`config.mk`:
```
export PLATFORM = sky130hd
export DESIGN_NAME = id_ex_pipe_reg_flat
export DESIGN_NICKNAME = d
export VERILOG_FILES = /design/src/rtl/id_ex_pipe_reg_pkg.sv /design/src/rtl/id_ex_pipe_reg_if.sv /design/src/rtl/id_ex_pipe_reg_load_use_detect.sv /design/src/rtl/id_ex_pipe_reg.sv /design/src/flat_wrapper.sv
export SDC_FILE = /design/constraint.sdc
export NUM_CORES = 1
export LEC_CHECK = 0
export CORE_AREA = 2 2 224 226
export DETAILED_ROUTE_END_ITERATION = 12
export DIE_AREA = 0 0 226 228
export PLACE_DENSITY = 0.49
export SLEW_MARGIN = 20
export SYNTH_ARGS = -nofsm -noshare
export SYNTH_HDL_FRONTEND = slang
export SYNTH_SLANG_ARGS = --single-unit
export TNS_END_PERCENT = 50
```
`constraint.sdc`:
```
create_clock -name clk -period 15 [get_ports clk]
set_clock_uncertainty 0.05 [all_clocks]
set_input_delay 4.5 -clock clk [delete_from_list [all_inputs] [get_ports clk]]
set_output_delay 4.5 -clock clk [all_outputs]
set_load 0.01 [all_outputs]
```
`src/rtl/id_ex_pipe_reg_pkg.sv`:
```
// ID/EX pipeline register shared types.
// ALU op encodings, zero-register index and the control bundle.
package id_ex_pkg;

    localparam int ALUOP_W_DEF = 3;
    localparam int ZR_IDX_DEF  = 31;

    typedef enum logic [ALUOP_W_DEF-1:0] {
        ALU_AND   = 3'd0,
        ALU_ORR   = 3'd1,
        ALU_ADD   = 3'd2,
        ALU_SUB   = 3'd6,
        ALU_PASSB = 3'd7
    } alu_op_e;

    typedef struct packed {
        logic                   alu_src;
        logic [ALUOP_W_DEF-1:0] alu_op;
        logic                   mem_read;
        logic                   mem_write;
        logic                   mem_to_reg;
        logic                   reg_write;
    } ctrl_t;

    // Zero the whole bundle when the slot must not act.
    function automatic ctrl_t gate_ctrl(ctrl_t c, logic en);
        return en ? c : '0;
    endfunction

endpackage

```
`src/rtl/id_ex_pipe_reg_if.sv`:
```
// Decode-side inputs and execute-side outputs of the ID/EX register.
// master: decode/execute neighbours; slave: the pipeline register.
interface id_ex_pipe_reg_if #(
    parameter int DATA_W  = 64,
    parameter int REG_W   = 5,
    parameter int ALUOP_W = 3
);
    logic               Valid_De;
    logic               ALUSrc_De;
    logic [ALUOP_W-1:0] ALUOp_De;
    logic               MemRead_De;
    logic               MemWrite_De;
    logic               MemtoReg_De;
    logic               RegWrite_De;
    logic               UsesRm_De;
    logic [REG_W-1:0]   Rd_De;
    logic [REG_W-1:0]   Rn_De;
    logic [REG_W-1:0]   Rm_De;
    logic [DATA_W-1:0]  SignExt_De;
    logic [DATA_W-1:0]  ReadData1_De;
    logic [DATA_W-1:0]  ReadData2_De;
    logic [DATA_W-1:0]  PC_De;

    logic               Valid_Ex;
    logic               ALUSrc_Ex;
    logic [ALUOP_W-1:0] ALUOp_Ex;
    logic               MemRead_Ex;
    logic               MemWrite_Ex;
    logic               MemtoReg_Ex;
    logic               RegWrite_Ex;
    logic [REG_W-1:0]   Rd_Ex;
    logic [REG_W-1:0]   Rn_Ex;
    logic [REG_W-1:0]   Rm_Ex;
    logic [DATA_W-1:0]  SignExt_Ex;
    logic [DATA_W-1:0]  ReadData1_Ex;
    logic [DATA_W-1:0]  ReadData2_Ex;
    logic [DATA_W-1:0]  PC_Ex;

    modport master (
        output Valid_De, ALUSrc_De, ALUOp_De, MemRead_De,
               MemWrite_De, MemtoReg_De, RegWrite_De, UsesRm_De,
               Rd_De, Rn_De, Rm_De, SignExt_De, ReadData1_De,
               ReadData2_De, PC_De,
        input  Valid_Ex, ALUSrc_Ex, ALUOp_Ex, MemRead_Ex,
               MemWrite_Ex, MemtoReg_Ex, RegWrite_Ex,
               Rd_Ex, Rn_Ex, Rm_Ex, SignExt_Ex, ReadData1_Ex,
               ReadData2_Ex, PC_Ex
    );

    modport slave (
        input  Valid_De, ALUSrc_De, ALUOp_De, MemRead_De,
               MemWrite_De, MemtoReg_De, RegWrite_De, UsesRm_De,
               Rd_De, Rn_De, Rm_De, SignExt_De, ReadData1_De,
               ReadData2_De, PC_De,
        output Valid_Ex, ALUSrc_Ex, ALUOp_Ex, MemRead_Ex,
               MemWrite_Ex, MemtoReg_Ex, RegWrite_Ex,
               Rd_Ex, Rn_Ex, Rm_Ex, SignExt_Ex, ReadData1_Ex,
               ReadData2_Ex, PC_Ex
    );
endinterface

```
`src/rtl/id_ex_pipe_reg_load_use_detect.sv`:
```
// Combinational load-use match between the Ex load and the decode slot.
// Ports: ex_* (load in Ex), de_* (decode sources), lu (hazard).
module load_use_detect #(
    parameter int REG_W  = 5,
    parameter int ZR_IDX = 31
) (
    input  logic             ex_valid,
    input  logic             ex_mem_read,
    input  logic [REG_W-1:0] ex_rd,
    input  logic             de_valid,
    input  logic             de_uses_rm,
    input  logic [REG_W-1:0] de_rn,
    input  logic [REG_W-1:0] de_rm,
    output logic             lu
);
    localparam logic [REG_W-1:0] ZR = REG_W'(ZR_IDX);

    logic rn_hit;
    logic rm_hit;

    assign rn_hit = (ex_rd == de_rn);
    assign rm_hit = de_uses_rm & (ex_rd == de_rm);

    // XZR reads as zero, so a load targeting it feeds nobody.
    assign lu = ex_valid & ex_mem_read & de_valid &
                (ex_rd != ZR) & (rn_hit | rm_hit);
endmodule

```
`src/rtl/id_ex_pipe_reg.sv`:
```
// ID/EX pipeline register with stall, flush, load-use bubbles and a
// saturating bubble counter. Ports: clk/Reset, bus (De in, Ex out),
// Stall/Flush/ClrCnt controls, HazardStall and BubbleCnt status.
module id_ex_pipe_reg
    import id_ex_pkg::*;
#(
    parameter int DATA_W  = 64,
    parameter int REG_W   = 5,
    parameter int ALUOP_W = ALUOP_W_DEF,
    parameter int ZR_IDX  = ZR_IDX_DEF,
    parameter int CNT_W   = 16
) (
    input  logic             clk,
    input  logic             Reset,
    id_ex_pipe_reg_if.slave  bus,
    input  logic             Stall,
    input  logic             Flush,
    input  logic             ClrCnt,
    output logic             HazardStall,
    output logic [CNT_W-1:0] BubbleCnt
);
    ctrl_t             ctrl_q;
    ctrl_t             ctrl_de;
    logic              valid_q;
    logic [REG_W-1:0]  rd_q;
    logic [REG_W-1:0]  rn_q;
    logic [REG_W-1:0]  rm_q;
    logic [DATA_W-1:0] se_q;
    logic [DATA_W-1:0] rd1_q;
    logic [DATA_W-1:0] rd2_q;
    logic [DATA_W-1:0] pc_q;
    logic [CNT_W-1:0]  cnt_q;

    logic lu;
    logic bubble;
    logic load;

    load_use_detect #(
        .REG_W  (REG_W),
        .ZR_IDX (ZR_IDX)
    ) u_lu (
        .ex_valid    (valid_q),
        .ex_mem_read (ctrl_q.mem_read),
        .ex_rd       (rd_q),
        .de_valid    (bus.Valid_De),
        .de_uses_rm  (bus.UsesRm_De),
        .de_rn       (bus.Rn_De),
        .de_rm       (bus.Rm_De),
        .lu          (lu)
    );

    assign ctrl_de = '{
        alu_src:    bus.ALUSrc_De,
        alu_op:     bus.ALUOp_De,
        mem_read:   bus.MemRead_De,
        mem_write:  bus.MemWrite_De,
        mem_to_reg: bus.MemtoReg_De,
        reg_write:  bus.RegWrite_De
    };

    // Flush overrides Stall; a load-use bubble only when not stalled.
    assign bubble      = Flush | (lu & ~Stall);
    assign load        = Flush | ~Stall;
    assign HazardStall = lu & ~Flush & ~Stall;

    always_ff @(posedge clk or posedge Reset) begin
        if (Reset) begin
            valid_q <= 1'b0;
            ctrl_q  <= '0;
            rd_q    <= '0;
            rn_q    <= '0;
            rm_q    <= '0;
            se_q    <= '0;
            rd1_q   <= '0;
            rd2_q   <= '0;
            pc_q    <= '0;
        end else if (load) begin
            valid_q <= bus.Valid_De & ~bubble;
            ctrl_q  <= gate_ctrl(ctrl_de, bus.Valid_De & ~bubble);
            rd_q    <= bus.Rd_De;
            rn_q    <= bus.Rn_De;
            rm_q    <= bus.Rm_De;
            se_q    <= bus.SignExt_De;
            rd1_q   <= bus.ReadData1_De;
            rd2_q   <= bus.ReadData2_De;
            pc_q    <= bus.PC_De;
        end
    end

    always_ff @(posedge clk or posedge Reset) begin
        if (Reset) begin
            cnt_q <= '0;
        end else if (ClrCnt) begin
            cnt_q <= '0;
        end else if (bubble && cnt_q != '1) begin
            cnt_q <= cnt_q + 1'b1;
        end
    end

    assign BubbleCnt        = cnt_q;
    assign bus.Valid_Ex     = valid_q;
    assign bus.ALUSrc_Ex    = ctrl_q.alu_src;
    assign bus.ALUOp_Ex     = ctrl_q.alu_op;
    assign bus.MemRead_Ex   = ctrl_q.mem_read;
    assign bus.MemWrite_Ex  = ctrl_q.mem_write;
    assign bus.MemtoReg_Ex  = ctrl_q.mem_to_reg;
    assign bus.RegWrite_Ex  = ctrl_q.reg_write;
    assign bus.Rd_Ex        = rd_q;
    assign bus.Rn_Ex        = rn_q;
    assign bus.Rm_Ex        = rm_q;
    assign bus.SignExt_Ex   = se_q;
    assign bus.ReadData1_Ex = rd1_q;
    assign bus.ReadData2_Ex = rd2_q;
    assign bus.PC_Ex        = pc_q;
endmodule

```
`src/flat_wrapper.sv`:
```
// flat-port wrapper written by rule: the top's interface ports become plain ports
module id_ex_pipe_reg_flat import id_ex_pkg::*;
#(
    parameter int DATA_W  = 64,
    parameter int REG_W   = 5,
    parameter int ALUOP_W = ALUOP_W_DEF,
    parameter int ZR_IDX  = ZR_IDX_DEF,
    parameter int CNT_W   = 16
)
  (clk, Reset, Stall, Flush, ClrCnt, HazardStall, BubbleCnt, bus_Valid_De, bus_ALUSrc_De, bus_ALUOp_De, bus_MemRead_De, bus_MemWrite_De, bus_MemtoReg_De, bus_RegWrite_De, bus_UsesRm_De, bus_Rd_De, bus_Rn_De, bus_Rm_De, bus_SignExt_De, bus_ReadData1_De, bus_ReadData2_De, bus_PC_De, bus_Valid_Ex, bus_ALUSrc_Ex, bus_ALUOp_Ex, bus_MemRead_Ex, bus_MemWrite_Ex, bus_MemtoReg_Ex, bus_RegWrite_Ex, bus_Rd_Ex, bus_Rn_Ex, bus_Rm_Ex, bus_SignExt_Ex, bus_ReadData1_Ex, bus_ReadData2_Ex, bus_PC_Ex);
  id_ex_pipe_reg_if #(.DATA_W(DATA_W), .REG_W(REG_W), .ALUOP_W(ALUOP_W)) bus_i ();
  input  logic clk;
  input  logic Reset;
  input  logic Stall;
  input  logic Flush;
  input  logic ClrCnt;
  output logic HazardStall;
  output logic [CNT_W-1:0] BubbleCnt;
  input wire logic [$bits(bus_i.Valid_De)-1:0] bus_Valid_De;
  input wire logic [$bits(bus_i.ALUSrc_De)-1:0] bus_ALUSrc_De;
  input wire logic [$bits(bus_i.ALUOp_De)-1:0] bus_ALUOp_De;
  input wire logic [$bits(bus_i.MemRead_De)-1:0] bus_MemRead_De;
  input wire logic [$bits(bus_i.MemWrite_De)-1:0] bus_MemWrite_De;
  input wire logic [$bits(bus_i.MemtoReg_De)-1:0] bus_MemtoReg_De;
  input wire logic [$bits(bus_i.RegWrite_De)-1:0] bus_RegWrite_De;
  input wire logic [$bits(bus_i.UsesRm_De)-1:0] bus_UsesRm_De;
  input wire logic [$bits(bus_i.Rd_De)-1:0] bus_Rd_De;
  input wire logic [$bits(bus_i.Rn_De)-1:0] bus_Rn_De;
  input wire logic [$bits(bus_i.Rm_De)-1:0] bus_Rm_De;
  input wire logic [$bits(bus_i.SignExt_De)-1:0] bus_SignExt_De;
  input wire logic [$bits(bus_i.ReadData1_De)-1:0] bus_ReadData1_De;
  input wire logic [$bits(bus_i.ReadData2_De)-1:0] bus_ReadData2_De;
  input wire logic [$bits(bus_i.PC_De)-1:0] bus_PC_De;
  output wire logic [$bits(bus_i.Valid_Ex)-1:0] bus_Valid_Ex;
  output wire logic [$bits(bus_i.ALUSrc_Ex)-1:0] bus_ALUSrc_Ex;
  output wire logic [$bits(bus_i.ALUOp_Ex)-1:0] bus_ALUOp_Ex;
  output wire logic [$bits(bus_i.MemRead_Ex)-1:0] bus_MemRead_Ex;
  output wire logic [$bits(bus_i.MemWrite_Ex)-1:0] bus_MemWrite_Ex;
  output wire logic [$bits(bus_i.MemtoReg_Ex)-1:0] bus_MemtoReg_Ex;
  output wire logic [$bits(bus_i.RegWrite_Ex)-1:0] bus_RegWrite_Ex;
  output wire logic [$bits(bus_i.Rd_Ex)-1:0] bus_Rd_Ex;
  output wire logic [$bits(bus_i.Rn_Ex)-1:0] bus_Rn_Ex;
  output wire logic [$bits(bus_i.Rm_Ex)-1:0] bus_Rm_Ex;
  output wire logic [$bits(bus_i.SignExt_Ex)-1:0] bus_SignExt_Ex;
  output wire logic [$bits(bus_i.ReadData1_Ex)-1:0] bus_ReadData1_Ex;
  output wire logic [$bits(bus_i.ReadData2_Ex)-1:0] bus_ReadData2_Ex;
  output wire logic [$bits(bus_i.PC_Ex)-1:0] bus_PC_Ex;
  assign bus_i.Valid_De = bus_Valid_De;
  assign bus_i.ALUSrc_De = bus_ALUSrc_De;
  assign bus_i.ALUOp_De = bus_ALUOp_De;
  assign bus_i.MemRead_De = bus_MemRead_De;
  assign bus_i.MemWrite_De = bus_MemWrite_De;
  assign bus_i.MemtoReg_De = bus_MemtoReg_De;
  assign bus_i.RegWrite_De = bus_RegWrite_De;
  assign bus_i.UsesRm_De = bus_UsesRm_De;
  assign bus_i.Rd_De = bus_Rd_De;
  assign bus_i.Rn_De = bus_Rn_De;
  assign bus_i.Rm_De = bus_Rm_De;
  assign bus_i.SignExt_De = bus_SignExt_De;
  assign bus_i.ReadData1_De = bus_ReadData1_De;
  assign bus_i.ReadData2_De = bus_ReadData2_De;
  assign bus_i.PC_De = bus_PC_De;
  assign bus_Valid_Ex = bus_i.Valid_Ex;
  assign bus_ALUSrc_Ex = bus_i.ALUSrc_Ex;
  assign bus_ALUOp_Ex = bus_i.ALUOp_Ex;
  assign bus_MemRead_Ex = bus_i.MemRead_Ex;
  assign bus_MemWrite_Ex = bus_i.MemWrite_Ex;
  assign bus_MemtoReg_Ex = bus_i.MemtoReg_Ex;
  assign bus_RegWrite_Ex = bus_i.RegWrite_Ex;
  assign bus_Rd_Ex = bus_i.Rd_Ex;
  assign bus_Rn_Ex = bus_i.Rn_Ex;
  assign bus_Rm_Ex = bus_i.Rm_Ex;
  assign bus_SignExt_Ex = bus_i.SignExt_Ex;
  assign bus_ReadData1_Ex = bus_i.ReadData1_Ex;
  assign bus_ReadData2_Ex = bus_i.ReadData2_Ex;
  assign bus_PC_Ex = bus_i.PC_Ex;
  id_ex_pipe_reg #(.DATA_W(DATA_W), .REG_W(REG_W), .ALUOP_W(ALUOP_W), .ZR_IDX(ZR_IDX), .CNT_W(CNT_W)) u_core (.clk(clk), .Reset(Reset), .bus(bus_i), .Stall(Stall), .Flush(Flush), .ClrCnt(ClrCnt), .HazardStall(HazardStall), .BubbleCnt(BubbleCnt));
endmodule
```
==> summary.md, run 1 <==
- maximum fanout along the worst path: 3
- Setup crit start kind: input port
- Yosys Warn Count: 0
- final slew viol count: 0
- CTS tree: built
- Final period util: 0.756
- top-level I/O count: 583
- relative area change from synthesis to final layout: 68.3%
- Resized cells post-CTS: 0
- number of enable flip-flop cells after synthesis: 0
- count of different cell masters after synthesis: 35
- largest area contributor in the synthesized netlist: sky130_fd_sc_hd__dfrtp_1
- routed length per instance: 16.5 um
- clock slew at the register clock pins of the worst setup and hold paths: 60 ps
- final critical-path required period: 11340 ps
- worst path cell trace: clkdlybuf4s50_1 -> xor2_1 -> nor4_1 -> a32oi_1 -> nor2b_1 -> nor2b_1 -> clkdlybuf4s50_1
- path type of the worst min-delay path: flip-flop to flip-flop
- unrepaired setup endpoints after global routing: false
- most used flip-flop cell after synthesis: sky130_fd_sc_hd__dfrtp_1
- vias post-DR: 10.4k
- status: finished clean
- worst hold margin: 411 ps
- average instance area after synthesis: 8.90 um^2
- Post-Synthesis Net Count: 1571
- starting utilization of the core area: 0.232
- gate count after technology mapping: 1284
- remaining global-route overflow: 0
- routability-driven placement congestion ratio: 0.819
- detailed placement HPWL: 29800 um
- Post-Synthesis Cell Area: 11400 um^2
- DRT iter0 DRCs: 469
- Setup Viol. Count Final: 0
- proportion of synthesized flip-flops having asynchronous set or reset: 1.00
- Clock Path Buffers: 3
- VDD IR-drop max: 0.0681 mV
- root cell of the clock tree: sky130_fd_sc_hd__clkbuf_16
- floorplan die width: 226 um
- full die area: 51500 um^2
- latest clock arrival within the worst-skew pair: 530 ps
- top cell type's share of synthesized area: 0.648
- portion of the post-synthesis area used by sequential elements: 0.648
- Max stage delay on crit path: 550 ps
- total power per unit cell area: 115 nW/um^2
- Lkg Pwr: 9.08 nW
- pre-CTS setup slack: 3640 ps
- wire length of the first global-routing pass: 64300 um
- smallest setup slack after layout: 3660 ps
- share of final-layout standard cells stronger than drive strength 1: 0.0416
- cell type group with the largest total delay on the critical path: buffers and inverters
- post-route cell area: 19200 um^2
- buffers added on ports: 582
- transition time at the pin with the least slew margin: 1010 ps
- number of maximum-capacitance constraint violations: 0
- Arrival @ worst endpoint: 6790 ps
- ratio of routed vias to standard cells: 4.07
- Req. time, crit path: 10450 ps
- Highest Clock Rate: 88.2 MHz
- DR pass1 iterations: 5
- hold violation count in the final report: 0
- number of filler instances in the final layout: 4991
- total number of placement rows: 82
- Pwr Total: 2.21 mW
- vias in the first global route: 10.6k
- placed cells: 2482
- kind of end point of the critical path: output port
- Max stage delay cell, worst path: sky130_fd_sc_hd__clkdlybuf4s50_1
- cell with the most instances after synthesis: sky130_fd_sc_hd__nand2_1
- number of levels in the clock H-tree: 2
- maximum number of pins on one net before global-route repair: 122
- Worst Path Buf+Inv: 2
- Core Footprint: 49300 um^2
- setup fix buffers added after clock tree synthesis: 0
- worst-case headroom to the max-slew limit: 0.325
- Sum Neg Setup Slack: 0 ps
- register bit count reported by yosys: 296
- aggregate routed wire length: 42200 um
- Worst Setup Path Type: input port to output port
- clock sink count: 296
- Post-CTS Hold Fix Bufs: 0
- Die Span Y: 228 um
- core occupancy in the finished layout: 0.390
- GRT Resource Usage Total: 0.161
- ANT nets after route: 0
- final cell count without fillers: 2551
- drc violations: 0
- number of nets in the layout: 2136
- top cells by area, synth: sky130_fd_sc_hd__dfrtp_1 (65%), sky130_fd_sc_hd__nand2_1 (27%), sky130_fd_sc_hd__clkbuf_1 (2.0%)
- top cells by instance count after synthesis: sky130_fd_sc_hd__nand2_1 (821), sky130_fd_sc_hd__dfrtp_1 (296), sky130_fd_sc_hd__clkbuf_1 (61)
- number of antenna violations at the first check in global routing: 4
- number of buffers created by CTS: 37
- Placed Instance Area: 17900 um^2
[metal layers]
metal / GRT usage / part of all wire / vias up
met1: 0.184 / 0.39 / 4857
met2: 0.274 / 0.49 / 361
li1: - / - / 5084
met3: 0.0620 / 0.093 / 65
met5: 0 / 0.00064 / -
met4: 0.0536 / 0.026 / 4
[state kept, by name, indices dropped and copies added, names as in the netlist, 3 cells and up]
signal,cells
u_core.bus.Rm_Ex,5
u_core.bus.PC_Ex,64
u_core.bus.ReadData1_Ex,64
u_core.bus.SignExt_Ex,64
u_core.BubbleCnt,16
u_core.bus.ALUOp_Ex,3
u_core.bus.Rn_Ex,5
u_core.bus.Rd_Ex,5
u_core.bus.ReadData2_Ex,64
[layout by cell type, fill, tap and decap left out, types with 2 or more instances in the layout]
cell	count
sky130_fd_sc_hd__nand2_1	821
sky130_fd_sc_hd__clkdlybuf4s50_1	582
sky130_fd_sc_hd__dfrtp_1	296
sky130_fd_sc_hd__clkbuf_16	39
sky130_fd_sc_hd__clkbuf_8	13
sky130_fd_sc_hd__a21oi_1	12
sky130_fd_sc_hd__or3_1	10
sky130_fd_sc_hd__xor2_1	9
sky130_fd_sc_hd__o21ai_1	9
sky130_fd_sc_hd__buf_4	9
sky130_fd_sc_hd__a22o_1	8
sky130_fd_sc_hd__nor2_1	7
sky130_fd_sc_hd__nand3_1	7
sky130_fd_sc_hd__clkbuf_1	6
sky130_fd_sc_hd__and3_1	5
sky130_fd_sc_hd__nor4_1	3
sky130_fd_sc_hd__nor3_1	3
sky130_fd_sc_hd__nor2b_1	3
sky130_fd_sc_hd__or4_1	3
sky130_fd_sc_hd__clkinvlp_4	3
sky130_fd_sc_hd__bufinv_16	3
sky130_fd_sc_hd__diode_2	2
sky130_fd_sc_hd__xnor2_1	2
sky130_fd_sc_hd__nand4_1	2
sky130_fd_sc_hd__o21ai_0	2
sky130_fd_sc_hd__o31ai_1	2
sky130_fd_sc_hd__clkinv_2	2
[worst min-delay path: stages (launching register included)]
cell                      delay (ps)
sky130_fd_sc_hd__dfrtp_1         340
sky130_fd_sc_hd__nand2_1          50
sky130_fd_sc_hd__nand2_1          40
[path summary, 6_finish.rpt]
path	startpoint	to	slack, ps	cells past startpoint
min in group asynchronous	Reset	u_core.bus.ReadData1_Ex[31]	4490	2
max reg2reg	u_core.bus.Rd_Ex[3]	u_core.BubbleCnt[7]	12540	6
max	bus_Rm_De[3]	HazardStall	3660	7
min	u_core.bus.ReadData2_Ex[42]	u_core.bus.ReadData2_Ex[42]	410	2
min reg2reg	u_core.bus.ReadData2_Ex[42]	u_core.bus.ReadData2_Ex[42]	410	2
max in group asynchronous	Reset	u_core.bus.PC_Ex[61]	8140	4
[report_power, final]
group	internal (mW)	leakage, nW	switching, mW
Sequential	0.861	3.58	0.0363
Clock	0.591	0.636	0.355
Combinational	0.200	4.86	0.161
[layout make-up]
class,count,area (um^2),area share
Clock inverter,9,131,0.00683
Multi-Input combinational cell,921,3770,0.196
Antenna cell,2,5.00,0.000260
Sequential cell,296,7410,0.385
Tap cell,672,841,0.0437
Inverter,2,15.0,0.000780
Clock buffer,58,1180,0.0612
Timing Repair Buffer,591,5890,0.306
[cell families (layout without fill, tap and decap cells)]
| family | Yosys count | after routing | share of synthesized area |
|---|---|---|---|
| flip-flops | 296 | 296 | 0.648 |
| AO/OA/AOI/OAI | 37 | 37 | 0.0208 |
| multiplexers | 2 | 2 | 0.00186 |
| buffers and inverters | 67 | 660 | 0.0236 |
| XOR/XNOR | 11 | 11 | 0.00843 |
| other | 0 | 2 | 0 |
| AND/OR/NAND/NOR | 870 | 870 | 0.296 |
| adder cells (fa/ha/maj) | 1 | 1 | 0.00109 |
(Power assumes the default switching activity.)
==> inputs of run 2 (changes only) <==
- clock period: 15 -> 10.8 ns (I/O delays scaled with it)
==> run 2 against run 1 <==
  * Routed wire length fell by 1.4%
  * Critical path depth did not move
  * Total power rose by 38%
  * Largest power group unchanged
  * Non-clock buffer count rose by 1
  * Global-route usage barely moved
  * Final cell count barely moved
  * Worst hold slack got worse by 1.5 ps
  * Core utilization rose by 0.071 points
  * Register-to-register slack got worse by 4200 ps
  * Flip-flop and latch count did not move
  * Design area rose by 0.18%
  * Count of clock-buffer cells in the layout fell by 1
==> summary.md, run 2 (same netlist as run 1, synthesis figures left out) <==
- drc violations: 0, unchanged
- starting utilization of the core area: 0.232, unchanged
- Clock Path Buffers: 3, unchanged
- share of total power in the clock network: 0.424, -0.005
- maximum number of pins on one net before global-route repair: 182, +49%
- sequential power share: 0.410, +0.003
- Net Sw Frac: 0.252, +0.000942
- unrepaired setup endpoints after global routing: false
- Sum Neg Setup Slack: 0 ps, unchanged
- latest clock arrival within the worst-skew pair: 530 ps, about the same
- path type of the worst min-delay path: flip-flop to flip-flop
- status: finished clean
- met3 track demand over resource in global routing: 0.0601, -0.00180
- wire length of the first global-routing pass: 64200 um, -0.14%
- Highest Clock Rate: 112 MHz
- multi-input logic area: 3770 um^2, unchanged
- clock sink count: 296, unchanged
- buffers added on ports: 582, unchanged
- maximum fanout along the worst path: 3, unchanged
- Lkg Pwr: 9.09 nW, about the same
- Setup Viol. Count Final: 0, unchanged
- Max stage delay on crit path: 540 ps, about the same
- root cell of the clock tree: sky130_fd_sc_hd__clkbuf_16
- final slew viol count: 0, unchanged
- pre-CTS setup slack: 1890 ps, -1750 ps
- most common library cell in the layout ignoring fill and taps: sky130_fd_sc_hd__nand2_1
- DR pass1 iterations: 4, -1
- number of antenna violations at the first check in global routing: 4, unchanged
- Die Span Y: 228 um, unchanged
- NetSw: 765 uW, +38%
- P_int: 2.27 mW, +38%
- DRT iter0 DRCs: 509, +8.5%
- commonest cells after routing, fill and taps aside: sky130_fd_sc_hd__nand2_1 (821), sky130_fd_sc_hd__clkdlybuf4s50_1 (582), sky130_fd_sc_hd__dfrtp_1 (296)
- met1 GRT Util: 0.182, -0.00230
- vias post-DR: 10.4k, +0.52%
- relative area change from synthesis to final layout: 68.6%
- full die area: 51500 um^2, unchanged
- Setup crit start kind: input port
- setup fix buffers added after clock tree synthesis: 0, unchanged
- number of buffers created by CTS: 38, +2.7%
- sequential cell area: 7410 um^2, unchanged
- kind of end point of the critical path: output port
- Final period util: 0.824
- routing layer with the top usage in global route: met2
- transition time at the pin with the least slew margin: 1000 ps, -12.1 ps
- Worst Setup Path Type: input port to output port
- remaining global-route overflow: 0, unchanged
- ratio of routed vias to standard cells: 4.08, +0.44%
- GRT Resource Usage Total: 0.161, -0.000332
- number of filler instances in the final layout: 5002, +0.22%
- number of maximum-capacitance constraint violations: 0, unchanged
- number of levels in the clock H-tree: 2, unchanged
- ANT nets after route: 0, unchanged
- routed length per instance: 16.3 um, -1.5%
- total power per unit cell area: 158 nW/um^2, +38%
- Post-CTS Hold Fix Bufs: 0, unchanged
- Core Footprint: 49300 um^2, unchanged
- floorplan die width: 226 um, unchanged
- smallest setup slack after layout: 1900 ps, -1760 ps
- Max stage delay cell, worst path: sky130_fd_sc_hd__clkdlybuf4s50_1
- worst path cell trace: clkdlybuf4s50_1 -> xor2_1 -> nor4_1 -> a32oi_1 -> nor2b_1 -> nor2b_1 -> clkdlybuf4s50_1
- aggregate routed wire length: 41600 um, -1.4%
- share of final-layout standard cells stronger than drive strength 1: 0.0394, -0.00215
- Req. time, crit path: 7510 ps, -2940 ps
- Arrival @ worst endpoint: 5610 ps, -1180 ps
- hold violation count in the final report: 0, unchanged
- number of nets in the layout: 2138, +0.094%
- detailed placement HPWL: 29500 um, -0.95%
- routing usage on met2: 0.271, -0.00288
- relative contribution of combinational cells to total power: 0.166, +0.002
- CTS tree: built
- final critical-path required period: 8900 ps
- total number of placement rows: 82, unchanged
- top-level I/O count: 583, unchanged
- Worst Path Buf+Inv: 2, unchanged
- Resized cells post-CTS: 0, unchanged
- worst-case headroom to the max-slew limit: 0.333, +0.00809
- cell type group with the largest total delay on the critical path: buffers and inverters
- clock slew at the register clock pins of the worst setup and hold paths: 50 ps, about the same
- routability-driven placement congestion ratio: 0.822, +0.34%
- vias in the first global route: 10.8k, +1.5%
- VDD IR-drop max: 0.107 mV, +57%
==> run 2: changes by cell type in the layout (fill, tap and decap cells not counted), moves of 2 or more <==
cell	delta
sky130_fd_sc_hd__buf_4	-4
sky130_fd_sc_hd__clkinv_2	+3
sky130_fd_sc_hd__clkbuf_16	+2
sky130_fd_sc_hd__clkbuf_1	+5
sky130_fd_sc_hd__buf_12	+4
sky130_fd_sc_hd__clkbuf_8	-8
==> run 2: per-stage QoR <==
step	area (um^2)	power, mW	util	instances	hold slack (ps)
floorplan	11400	1.43	-	1284	457
global placement	18000	1.77	0.364	2481	398
detailed placement	18000	1.78	0.364	2481	405
CTS	19200	3.10	0.389	2548	416
global route	19300	3.19	0.391	2553	433
finish	19300	3.04	0.391	2553	409
==> run 2: tightest hold or removal path, cell delays in order, from the launching register on <==
cell and delay [ps]:
sky130_fd_sc_hd__dfrtp_1 340, sky130_fd_sc_hd__nand2_1 50, sky130_fd_sc_hd__nand2_1 40
==> run 2: power groups by stage <==
stage               logic, mW  clock network [mW]  registers (mW)
finish                  0.504                1.29            1.25
global placement        0.510                   0            1.26
global route            0.550                1.38            1.26
floorplan               0.127                   0            1.30
detailed placement      0.512                   0            1.27
CTS                     0.514                1.34            1.25
==> run 2: path summary, 6_finish.rpt <==
path | from | to | slack [ps] | cells past startpoint
max | bus_Rm_De[3] | HazardStall | 1900 | 7
min | u_core.bus.PC_Ex[45] | u_core.bus.PC_Ex[45] | 410 | 2
max reg2reg | u_core.bus.Rd_Ex[3] | u_core.BubbleCnt[7] | 8310 | 6
min reg2reg | u_core.bus.PC_Ex[45] | u_core.bus.PC_Ex[45] | 410 | 2
max in group asynchronous | Reset | u_core.bus.SignExt_Ex[45] | 6110 | 4
min in group asynchronous | Reset | u_core.bus.ReadData1_Ex[27] | 3010 | 2
==> run 2: final cells by class <==
cell class	instances	share of cell area
timing repair buffer	592	0.310
sequential	296	0.384
multi-input combinational	921	0.196
tap	672	0.0436
antenna	3	0.000389
clock buffer	57	0.0589
inverter	2	0.000584
clock inverter	10	0.00682
==> run 2: routing by layer <==
layer  part of all wire  wire [um]  vias up
li1                   -          -     5089
met1               0.39      16200     4875
met2               0.48      20100      379
met3              0.095       3950       80
met4              0.032       1340        2
met5            0.00031         13        -
==> inputs of run 3 (changes only) <==
- CORE_AREA: 2 2 224 226 -> 2 2 229 231
- DIE_AREA: 0 0 226 228 -> 0 0 231 233
- clock period: 10.8 -> 7.3 ns (I/O delays scaled with it)
==> run 3 against run 2 <==
  * Sequential share of layout area rose by 0.095 points
  * Core utilization fell by 1.4 points
  * Die area rose by 4.5%
  * Largest power group unchanged
==> summary.md, run 3 (same netlist as run 1, synthesis figures left out) <==
- hold violation count in the final report: 0, unchanged
- Arrival @ worst endpoint: 4430 ps, -1180 ps
- drc violations: 0, unchanged
- number of filler instances in the final layout: 5234, +4.6%
- FF-to-FF setup slack: 4830 ps, -3480 ps
- Reg-to-Reg End: u_core.bus.MemWrite_Ex
- maximum number of pins on one net before global-route repair: 144, -21%
- CTS tree: built
- wire length of the first global-routing pass: 65200 um, +1.6%
- most common library cell in the layout ignoring fill and taps: sky130_fd_sc_hd__nand2_1
- Sum Neg Setup Slack: 0 ps, unchanged
- number of antenna violations at the first check in global routing: 6, +2
- number of maximum-capacitance constraint violations: 0, unchanged
- number of buffers created by CTS: 37, -2.6%
- Lkg Pwr: 9.06 nW, -0.26%
- multi-input logic area: 3770 um^2, unchanged
- Min-Delay Endpoint: u_core.bus.ReadData2_Ex[45]
- Max stage delay on crit path: 550 ps, about the same
- DR pass1 iterations: 4, unchanged
- Hold Crit Start: u_core.bus.ReadData2_Ex[45]
- clock slew at the register clock pins of the worst setup and hold paths: 50 ps, about the same
- detailed placement HPWL: 31000 um, +5.1%
- VDD IR-drop max: 0.155 mV, +45%
- root cell of the clock tree: sky130_fd_sc_hd__clkbuf_16
- number of nets in the layout: 2134, -0.19%
- full die area: 53800 um^2, +4.5%
- clock sink count: 296, unchanged
- transition time at the pin with the least slew margin: 890 ps, -110 ps
- aggregate routed wire length: 43300 um, +4.0%
- ANT nets after route: 0, unchanged
- Worst Setup Path Type: input port to output port
- source of the worst register-to-register timing path: u_core.bus.Rd_Ex[3]
- starting utilization of the core area: 0.224, -0.00791
- worst-case headroom to the max-slew limit: 0.406, +0.0731
- vias post-DR: 10.4k, -0.53%
- remaining global-route overflow: 0, unchanged
- worst hold stages: 2, unchanged
- worst path cell trace: clkdlybuf4s50_1 -> xor2_1 -> nor4_1 -> a32oi_1 -> nor2b_1 -> nor2b_1 -> clkdlybuf4s50_1
- GRT Resource Usage Total: 0.157, -0.00340
- Highest Clock Rate: 150 MHz
- top-level I/O count: 583, unchanged
- Setup crit start kind: input port
- share of final-layout standard cells stronger than drive strength 1: 0.0395, +0.0000630
- total power per unit cell area: 231 nW/um^2, +47%
- ratio of routed vias to standard cells: 4.06, -0.68%
- floorplan die width: 231 um, +2.2%
- Setup Viol. Count Final: 0, unchanged
- commonest cells after routing, fill and taps aside: sky130_fd_sc_hd__nand2_1 (821), sky130_fd_sc_hd__clkdlybuf4s50_1 (582), sky130_fd_sc_hd__dfrtp_1 (296)
- Core Footprint: 51100 um^2, +3.5%
- final cell count without fillers: 2557, +0.16%
- path type of the worst min-delay path: flip-flop to flip-flop
- number of levels in the clock H-tree: 2, unchanged
- kind of end point of the critical path: output port
- Die Span Y: 233 um, +2.2%
- Final period util: 0.913
- status: finished clean
- latest clock arrival within the worst-skew pair: 530 ps, about the same
- buffers added on ports: 582, unchanged
- Reg2Reg Depth: 6, unchanged
- Stages on worst setup path: 7, unchanged
- Resized cells post-CTS: 0, unchanged
- DRT iter0 DRCs: 431, -15%
- Post-CTS Hold Fix Bufs: 0, unchanged
- vias in the first global route: 10.7k, -0.76%
- routability-driven placement congestion ratio: 0.853, +3.8%
- final critical-path required period: 6670 ps
- final slew viol count: 0, unchanged
- maximum fanout along the worst path: 3, unchanged
- Clock Path Buffers: 3, unchanged
- Worst Path Buf+Inv: 2, unchanged
- sequential cell area: 7410 um^2, unchanged
- Max stage delay cell, worst path: sky130_fd_sc_hd__clkdlybuf4s50_1
- placed cells: 2488, +0.28%
- Req. time, crit path: 5060 ps, -2450 ps
- routed length per instance: 16.9 um, +3.8%
- setup fix buffers added after clock tree synthesis: 0, unchanged
- total number of placement rows: 83, +1.2%
- relative area change from synthesis to final layout: 68.2%
- worst hold margin: 409 ps, -0.00200 ps
- unrepaired setup endpoints after global routing: false
- cell type group with the largest total delay on the critical path: buffers and inverters
- Pwr Total: 4.45 mW, +46%
run 3: final cells by class:
| class | count | share of cell area |
|---|---|---|
| Timing Repair Buffer | 589 | 0.309 |
| Tap cell | 680 | 0.0442 |
| Multi-Input combinational cell | 921 | 0.196 |
| Clock buffer | 59 | 0.0609 |
| Clock inverter | 8 | 0.00371 |
| Inverter | 2 | 0.000586 |
| Antenna cell | 2 | 0.000260 |
| Sequential cell | 296 | 0.385 |
run 3: stage by stage:
step | instance area (um^2) | util | worst slack (ps)
after floorplan | 11400 | - | 1130
after global placement | 18000 | 0.352 | 616
after detailed placement | 18000 | 0.352 | 602
after CTS | 19200 | 0.376 | 602
after global routing | 19200 | 0.376 | 467
final | 19200 | 0.376 | 631
run 3: worst max path at each step:
stage,from,endpoint
after floorplan,Reset,u_core.BubbleCnt[0]
after global placement,bus_Rm_De[3],HazardStall
final,bus_Rm_De[3],HazardStall
after detailed placement,bus_Rm_De[3],HazardStall
after CTS,bus_Rm_De[3],HazardStall
after global routing,bus_Rm_De[3],HazardStall
run 3: worst min-delay path: stages, from the launching register on:
cell and delay (ps):
sky130_fd_sc_hd__dfrtp_1 340, sky130_fd_sc_hd__nand2_1 50, sky130_fd_sc_hd__nand2_1 40
run 3: layer usage:
metal	GRT usage	wire length (um)	vias up
met4	0.0615	1290	8
met3	0.0561	3750	75
li1	-	-	5075
met1	0.182	16900	4852
met5	0	55	-
met2	0.266	21300	360
run 3: report_power, final:
part	total, mW	switching (mW)	internal [mW]
Combinational	0.748	0.334	0.415
Clock	1.86	0.724	1.13
Sequential	1.84	0.0748	1.77
Total	4.45	1.13	3.32
